`config.mk`:
```
export PLATFORM = sky130hd
export DESIGN_NAME = vga_pixel_pipe
export DESIGN_NICKNAME = d
export VERILOG_FILES = /design/src/rtl/vga_timing_pkg.sv /design/src/rtl/vga_fb_addr.sv /design/src/rtl/vga_pixel_pipe.sv
export SDC_FILE = /design/constraint.sdc
export NUM_CORES = 1
export LEC_CHECK = 0
export CAP_MARGIN = 20
export CORE_MARGIN = 2
export CORE_UTILIZATION = 45
export CTS_BUF_LIST = sky130_fd_sc_hd__clkbuf_16
export DETAILED_ROUTE_END_ITERATION = 7
export GPL_TIMING_DRIVEN = 0
export PLACE_DENSITY = 0.76
export REMOVE_ABC_BUFFERS = 1
export SETUP_SLACK_MARGIN = 0.2
export SYNTH_ARGS = -nofsm -noshare
export SYNTH_HDL_FRONTEND = slang
export SYNTH_SLANG_ARGS = --single-unit
```
`constraint.sdc`:
```
create_clock -name CLK -period 3.1 [get_ports CLK]
set_clock_uncertainty 0.05 [all_clocks]
set_input_delay 0.465 -clock CLK [delete_from_list [all_inputs] [get_ports CLK]]
set_output_delay 0.465 -clock CLK [all_outputs]
set_load 0.01 [all_outputs]
```
`src/rtl/vga_timing_pkg.sv`:
```
// ============================================================================
// Module   : vga_timing_pkg
// Brief    : 800x600 VGA timing constants and pixel-pipeline types.
// Revision : 1.0 - initial release
// ============================================================================
`default_nettype none

package vga_timing_pkg;

    localparam int c_H_ACTIVE = 800;
    localparam int c_H_FP     = 40;
    localparam int c_H_SYNC   = 128;
    localparam int c_H_BP     = 88;
    localparam int c_H_TOTAL  = c_H_ACTIVE + c_H_FP + c_H_SYNC + c_H_BP;

    localparam int c_V_ACTIVE = 600;
    localparam int c_V_FP     = 1;
    localparam int c_V_SYNC   = 4;
    localparam int c_V_BP     = 23;
    localparam int c_V_TOTAL  = c_V_ACTIVE + c_V_FP + c_V_SYNC + c_V_BP;

    typedef struct packed {
        logic [3:0] r;
        logic [3:0] g;
        logic [3:0] b;
    } rgb12_t;

    typedef struct packed {
        logic vis;
        logic hs;
        logic vs;
        logic first;
    } pix_ctrl_t;

    // True when cnt lies in [lo, lo+len-1].
    function automatic logic sync_in_window(input logic [10:0] cnt, input int lo, input int len);
        return (int'(cnt) >= lo) && (int'(cnt) < lo + len);
    endfunction

endpackage

`default_nettype wire

```
`src/rtl/vga_fb_addr.sv`:
```
// ============================================================================
// Module   : vga_fb_addr
// Brief    : Combinational framebuffer address, y*FB_W + x.
// Revision : 1.0 - initial release
// ============================================================================
`default_nettype none

module vga_fb_addr #(
    parameter int FB_W   = 200,
    parameter int ADDR_W = 15
) (
    input  logic [8:0]        i_x,
    input  logic [8:0]        i_y,
    output logic [ADDR_W-1:0] o_addr
);

    logic [ADDR_W-1:0] w_x;
    logic [ADDR_W-1:0] w_y;

    assign w_x = ADDR_W'(i_x);
    assign w_y = ADDR_W'(i_y);

    generate
        if (FB_W == 200) begin : g_shift_add
            // 200 = 128 + 64 + 8
            assign o_addr = (w_y << 7) + (w_y << 6) + (w_y << 3) + w_x;
        end else begin : g_mult
            assign o_addr = w_y * ADDR_W'(FB_W) + w_x;
        end
    endgenerate

endmodule

`default_nettype wire

```
`src/rtl/vga_pixel_pipe.sv`:
```
// ============================================================================
// Module   : vga_pixel_pipe
// Brief    : H/V count decode, framebuffer fetch and aligned sync/RGB output.
// Revision : 1.0 - initial release
// ============================================================================
`default_nettype none

module vga_pixel_pipe
    import vga_timing_pkg::*;
#(
    parameter int H_ACTIVE = c_H_ACTIVE,
    parameter int H_FP     = c_H_FP,
    parameter int H_SYNC   = c_H_SYNC,
    parameter int H_BP     = c_H_BP,
    parameter int V_ACTIVE = c_V_ACTIVE,
    parameter int V_FP     = c_V_FP,
    parameter int V_SYNC   = c_V_SYNC,
    parameter int V_BP     = c_V_BP,
    parameter bit SYNC_POL = 1'b1,
    parameter int FB_W     = 200,
    parameter int ADDR_W   = 15
) (
    input  logic              CLK,
    input  logic              RST,
    input  logic              PIX_EN,
    input  logic [10:0]       Hcnt,
    input  logic [10:0]       Vcnt,
    output logic              fb_rd,
    output logic [ADDR_W-1:0] fb_addr,
    input  logic [11:0]       fb_rdata,
    output logic              HSYNC,
    output logic              VSYNC,
    output logic [3:0]        VGA_R,
    output logic [3:0]        VGA_G,
    output logic [3:0]        VGA_B,
    output logic              active,
    output logic              frame_start,
    output logic [7:0]        frame_cnt
);

    localparam int H_TOTAL = H_ACTIVE + H_FP + H_SYNC + H_BP;
    localparam int V_TOTAL = V_ACTIVE + V_FP + V_SYNC + V_BP;

    logic              w_in_range;
    pix_ctrl_t         w_dec;
    logic [ADDR_W-1:0] w_addr;
    rgb12_t            w_s1_pix;

    pix_ctrl_t         r_s0;
    pix_ctrl_t         r_s1;
    logic              r_en_d;
    rgb12_t            r_pix1;

    always_comb begin
        w_in_range = (int'(Hcnt) < H_TOTAL) && (int'(Vcnt) < V_TOTAL);
        w_dec       = '0;
        w_dec.vis   = w_in_range && (int'(Hcnt) < H_ACTIVE) && (int'(Vcnt) < V_ACTIVE);
        w_dec.hs    = w_in_range && sync_in_window(Hcnt, H_ACTIVE + H_FP, H_SYNC);
        w_dec.vs    = w_in_range && sync_in_window(Vcnt, V_ACTIVE + V_FP, V_SYNC);
        w_dec.first = (Hcnt == 11'd0) && (Vcnt == 11'd0);
    end

    vga_fb_addr #(
        .FB_W   (FB_W),
        .ADDR_W (ADDR_W)
    ) u_fb_addr (
        .i_x    (Hcnt[10:2]),
        .i_y    (Vcnt[10:2]),
        .o_addr (w_addr)
    );

    // RAM data is live only on the clock right after a beat; during a stall it
    // is caught in r_pix1 before the next read (issued by fb_rd) overwrites it.
    assign w_s1_pix = r_en_d ? rgb12_t'(fb_rdata) : r_pix1;

    always_ff @(posedge CLK) begin
        if (RST) begin
            r_s0        <= '0;
            r_s1        <= '0;
            r_en_d      <= 1'b0;
            r_pix1      <= '0;
            fb_rd       <= 1'b0;
            fb_addr     <= '0;
            HSYNC       <= ~SYNC_POL;
            VSYNC       <= ~SYNC_POL;
            VGA_R       <= 4'd0;
            VGA_G       <= 4'd0;
            VGA_B       <= 4'd0;
            active      <= 1'b0;
            frame_start <= 1'b0;
            frame_cnt   <= 8'd0;
        end else begin
            r_en_d      <= PIX_EN;
            r_pix1      <= w_s1_pix;
            fb_rd       <= 1'b0;
            frame_start <= 1'b0;
            if (PIX_EN) begin
                r_s0  <= w_dec;
                r_s1  <= r_s0;
                fb_rd <= w_dec.vis;
                if (w_dec.vis) begin
                    fb_addr <= w_addr;
                end
                VGA_R       <= r_s1.vis ? w_s1_pix.r : 4'd0;
                VGA_G       <= r_s1.vis ? w_s1_pix.g : 4'd0;
                VGA_B       <= r_s1.vis ? w_s1_pix.b : 4'd0;
                HSYNC       <= r_s1.hs ^ ~SYNC_POL;
                VSYNC       <= r_s1.vs ^ ~SYNC_POL;
                active      <= r_s1.vis;
                frame_start <= r_s1.first;
                if (r_s1.first) begin
                    frame_cnt <= frame_cnt + 8'd1;
                end
            end
        end
    end

endmodule

`default_nettype wire

```
* Yosys cells after proc, flatten, opt, wreduce, memory -nomap -nowiden
Index checks and enable logic that the tools add are counted.
** Operators by class
- Magnitude comparators :: 8
- Muxes and demuxes :: 4
- Add/sub/neg operators :: 4
- Bitwise logic cells :: 1
- Reduce and logical (&&, ||, !) cells :: 13
** Operators by type and width (number)
- 11-bit by 10-bit < comparator with 1-bit output (second input constant) :: 5
- 11-bit by 10-bit greater-or-equal comparator with 1-bit output (second input constant) :: 2
- 11-bit zero test :: 2
- 15-bit by 12-bit adder with 15-bit output :: 1
- 15-bit adder :: 1
- 15-bit by 9-bit adder with 15-bit output :: 1
- 12-bit 2-to-1 mux :: 1
- 4-bit 2-to-1 mux :: 3
- 11-bit < comparator (second input constant) :: 1
- 8-bit by 1-bit adder with 8-bit output (second input constant) :: 1
- 1-bit logical AND :: 8
- 2-bit AND reduction :: 2
- 2-bit OR reduction :: 1
- 1-bit inverter :: 1
** Word-level totals
- Register bits :: 61
- Input bits :: 37
- Logic and storage cells :: 52
- Output and inout bits :: 40

* Longest topological paths before layout
- Depth after elaboration :: 5
- Mapped depth :: 10
- Mapped depth without buffers :: 10

* Hierarchy
A second synthesis with hierarchy kept.
** Second synthesis, totals
- Cells, all modules :: 348
- Area, all modules :: 3330.7 um^2
** Modules (own cells, without submodules)
- vga_pixel_pipe :: seq. area each 1221.2 um^2, cells an instance 257, area each 2506.2 um^2, times used 1
- vga_fb_addr :: seq. area each 0.0 um^2, cells an instance 91, area each 824.5 um^2, times used 1

* Least setup slack after synthesis
Ideal clock, no wire load.
- Kind :: input to register
- Start :: input port Vcnt[4]
- End :: register fb_addr[14]
- Setup slack :: -96 ps
- Arrival time :: 3055 ps
- Cell stages on the path :: 10
- Path buffers :: 0
- Data required time :: 2959 ps
- Setup time :: 91 ps
- Cell sequence :: inv_1 -> fa_1 -> fa_1 -> inv_1 -> ha_1 -> and2_1 -> a221oi_2 -> a211oi_1 -> or3_1 -> a311oi_1
** Between the ends
- Cells in the longest elaborated chain, start to end :: 5
- Elaborated cells between the ends (all ways) :: 9
- Classes of those cells :: 3 x add/sub; 2 x order compare; 4 x reduce/logical
** RTL lines
- start: declaration :: line vga_pixel_pipe.sv:27 : input logic [10:0] Vcnt,
- branches (longest 5 deep; another with 15-bit adder)
- end signal: assignment :: line vga_pixel_pipe.sv:102 : fb_addr <= w_addr;
- end: declaration :: line vga_pixel_pipe.sv:29 : output logic [ADDR_W-1:0] fb_addr,
Several ways; the timed one is not identified.
A chain may end at the register's enable or synchronous reset.

* Worst setup path in the final report
- Start :: input port Vcnt[3]
- End :: register fb_addr[14]
Same word-level chain as after synthesis.

==> run metrics <==
run status=finished clean; die area=7972 sq um; NumNets Final=512; core region area=7137 sq um; Die Wd=89.29 um; gr ovfl total=0; source-to-sink clock delay at the later pin of the worst-skew pair=320 ps; max capacitance violation total=0; Clock Sink Count=61; number of DRC markers in iteration 0=134; per-cell routed wire length=14.73 um; number of setup violations in the final report=0; Area growth syn-to-layout=41.93%; total CTS buffers=9; clock-pin transition on the worst setup and hold timing paths=60 ps; Die H=89.29 um; fraction of final layout cells sized beyond drive strength 1=0.1510; worst slack after detailed placement=-956.6 ps; IO Port Bufs=76; final hold violation count=0; antenna diode count=0; first-pass GRT wire length=12.45 mm; Synth Area in Simple Gates=0.1804; Clock Path Buffers=2; all-layer global routing usage=0.2009; number of primary I/O pins=77; share of synthesized cell area in full adder, half adder and majority cells=0.1850; number of global-route vias before repair=2,733; required time of the critical path=3290 ps; detailed-placement wirelength estimate=5.217 mm; Worst setup SP type=input port; setup repair after global routing missed its margin=yes; Warnings, synthesis=0; Critical Path AT=3100 ps; Netlist Area Pre-Place=3273 sq um; total routed wirelength=7.897 mm; Max H-tree Level=3; Least-Margin Pin Slew=715.9 ps; routability congestion estimate from global placement=0.8488; starting utilization of the core area=0.4586; total of fill cells in the finished design=593; FF+latch count, synth=61; Post-Synthesis Cells=351; minimum period implied by the final worst setup slack=2914 ps; standard-cell row count=31; biggest fanout along the worst timing path=5; area of all placed cells without fillers=4646 sq um; hold wc startpoint=fb_addr[9]; number of remaining DRC errors=0; startpoint of the worst register-to-register path=r_s1[0]; LEAKAGE=0.001831 uW; Sequential cell area=1221 sq um; Critical Path Start=Vcnt[3]; number of vias per cell after detailed routing=5.237; Post-Route Hold Slack=406.2 ps; mean post-synth cell area=9.325 sq um; Tcrit/Tclk final=0.9401; routed via count=2,807; Final Power=2337 uW; P per Cell Area=503.0 nW/um^2; complex-gate fraction of the synthesized area=0.1304; pin count of the biggest net entering global routing=57; Root Buffer=clkbuf_16; Unique masters post-synth=44; worst min-delay path category=flip-flop to flip-flop; total count of max-transition violations in the final report=0; IR drop worst, VDD=0.3090 mV; Core Util, Final=0.6509; critical path class=input port to flip-flop; number of detailed-route iterations in the first pass=4; dominant combinational cell family by area after synthesis=adder cells; fraction of the yosys area taken by sequential cells=0.3731; count of antenna-violating nets left after detailed routing=0; worst rel slew slack=0.5221; placed inst area=4111 sq um; slack of the critical path=185.6 ps; CTS tree=done; mux contribution to synthesized area=0.05505; fmax=343.1 MHz; number of antenna violations at the first check in global routing=0; hold bufs inserted after CTS=0; multi-input logic area=2042 sq um; Crit. End Element=flip-flop; xor-xnor portion of the synthesized cell area=0.03211
==> registers in the layout, summed over array words and instances (netlist names) <==
signal	count
VGA_B	4
VGA_R	4
r_s1	4
active	1
r_en_d	1
r_pix1	12
fb_addr	15
VGA_G	4
frame_cnt	8
r_s0	4
fb_rd	1
VSYNC	1
frame_start	1
HSYNC	1
==> power by group <==
| part | internal (uW) | switching (uW) | total (uW) |
|---|---|---|---|
| clock | 617 | 351 | 968 |
| sequential | 804 | 10.9 | 815 |
| combinational | 285 | 269 | 554 |
==> worst max-delay path, stage by stage <==
cell and delay, ps:
buf_12 90, inv_6 40, fa_1 500, fa_1 550, inv_2 50, ha_4 220, and2_4 150, a221oi_4 320
a211oi_2 130, or3_1 340, a311oi_2 250
==> cells in the final DEF (no fill, tap or decap), drive strengths merged, types with 5 or more instances in the layout <==
cell            n
clkbuf         12
clkdlybuf4s50  59
buf            17
o32ai          12
mux2i          18
o21ai           8
nand2b         17
nand2          31
ha             34
xnor2           8
a21oi          27
dlymetal6s2s    5
fa              9
inv            19
clkinv          5
nor2           31
dfxtp          61
nand4           6
==> logic make-up after synthesis <==
kind of cell               after synthesis
AOI/OAI and AO/OA                       64
xor gates and xnor gates                12
adders and majority gates               43
muxes                                   18
and+or+nand+nor                        117
DFF                                     61
buffers and inverters                   36
==> through the flow <==
stage	cells	setup TNS (ps)
CTS	530	0
finish	536	0
global route	536	0
global placement	509	-9831
floorplan	334	-96.06
detailed placement	511	-5023
==> metal layers <==
metal	up-vias	GRT usage	routed length [um]
met5	-	0	0
met4	0	0.05699	136
met3	12	0.05448	394
met2	74	0.3582	4049
met1	1337	0.2364	3317
li1	1384	-	-
==> final timing paths <==
check | to | slack (ps) | depth (start not counted)
worst max-delay path | fb_addr[14] | 190 | 11
worst min-delay path | fb_addr[9] | 410 | 2
worst max register to register | frame_cnt[7] | 1600 | 4
worst min register to register | fb_addr[9] | 410 | 2
==> final cells by class <==
| cell class | instances | area share |
|---|---|---|
| clock buffers | 9 | 0.04848 |
| multi-input cells | 254 | 0.4395 |
| inverters | 19 | 0.01697 |
| repair buffers | 87 | 0.1912 |
| well taps | 99 | 0.02666 |
| clock inverters | 7 | 0.01427 |
| flip-flops and latches | 61 | 0.2629 |
==> cells in the mapped netlist <==
cell,count,area share
a311oi_1,1,0.0027
clkbuf_1,14,0.016
nand4b_1,2,0.0054
o21ai_0,8,0.012
buf_6,1,0.0034
dfxtp_1,61,0.37
a311o_1,2,0.0061
and3_1,2,0.0038
o21bai_1,1,0.0023
or3_1,4,0.0076
a2111oi_0,1,0.0027
or2_1,1,0.0019
nand3_1,4,0.0061
nand2b_1,17,0.032
inv_1,19,0.022
o211ai_1,2,0.0046
nor2b_1,4,0.0076
a21oi_1,27,0.041
buf_2,1,0.0015
o311ai_1,1,0.0027
a21o_1,3,0.0069
buf_1,1,0.0011
and2_0,1,0.0019
nor3_1,2,0.0031
nand4_1,6,0.011
fa_1,9,0.055
o311ai_0,1,0.0027
ha_1,34,0.13
a211oi_1,3,0.0069
o32ai_1,12,0.032
nor2_1,31,0.036
xor2_1,4,0.011
nor3b_1,2,0.0046
nor4b_1,2,0.0054
nand2_1,31,0.036
nand3b_1,3,0.0069
or2_2,1,0.0019
xnor2_1,8,0.021
a221oi_2,1,0.0046
or3b_2,1,0.0027
mux2i_1,18,0.055
o31a_1,1,0.0027
and2_1,1,0.0019
or4_1,2,0.0046
==> timing repair <==
action / CTS / global route
setup endpoints to repair: 8 / 5
pin swaps: 7 / 19
buffers inserted: 3 / 5
hold endpoints to repair: 0 / 0
resized for setup: 42 / 44
Note: power is estimated with default switching activity, not from simulation.
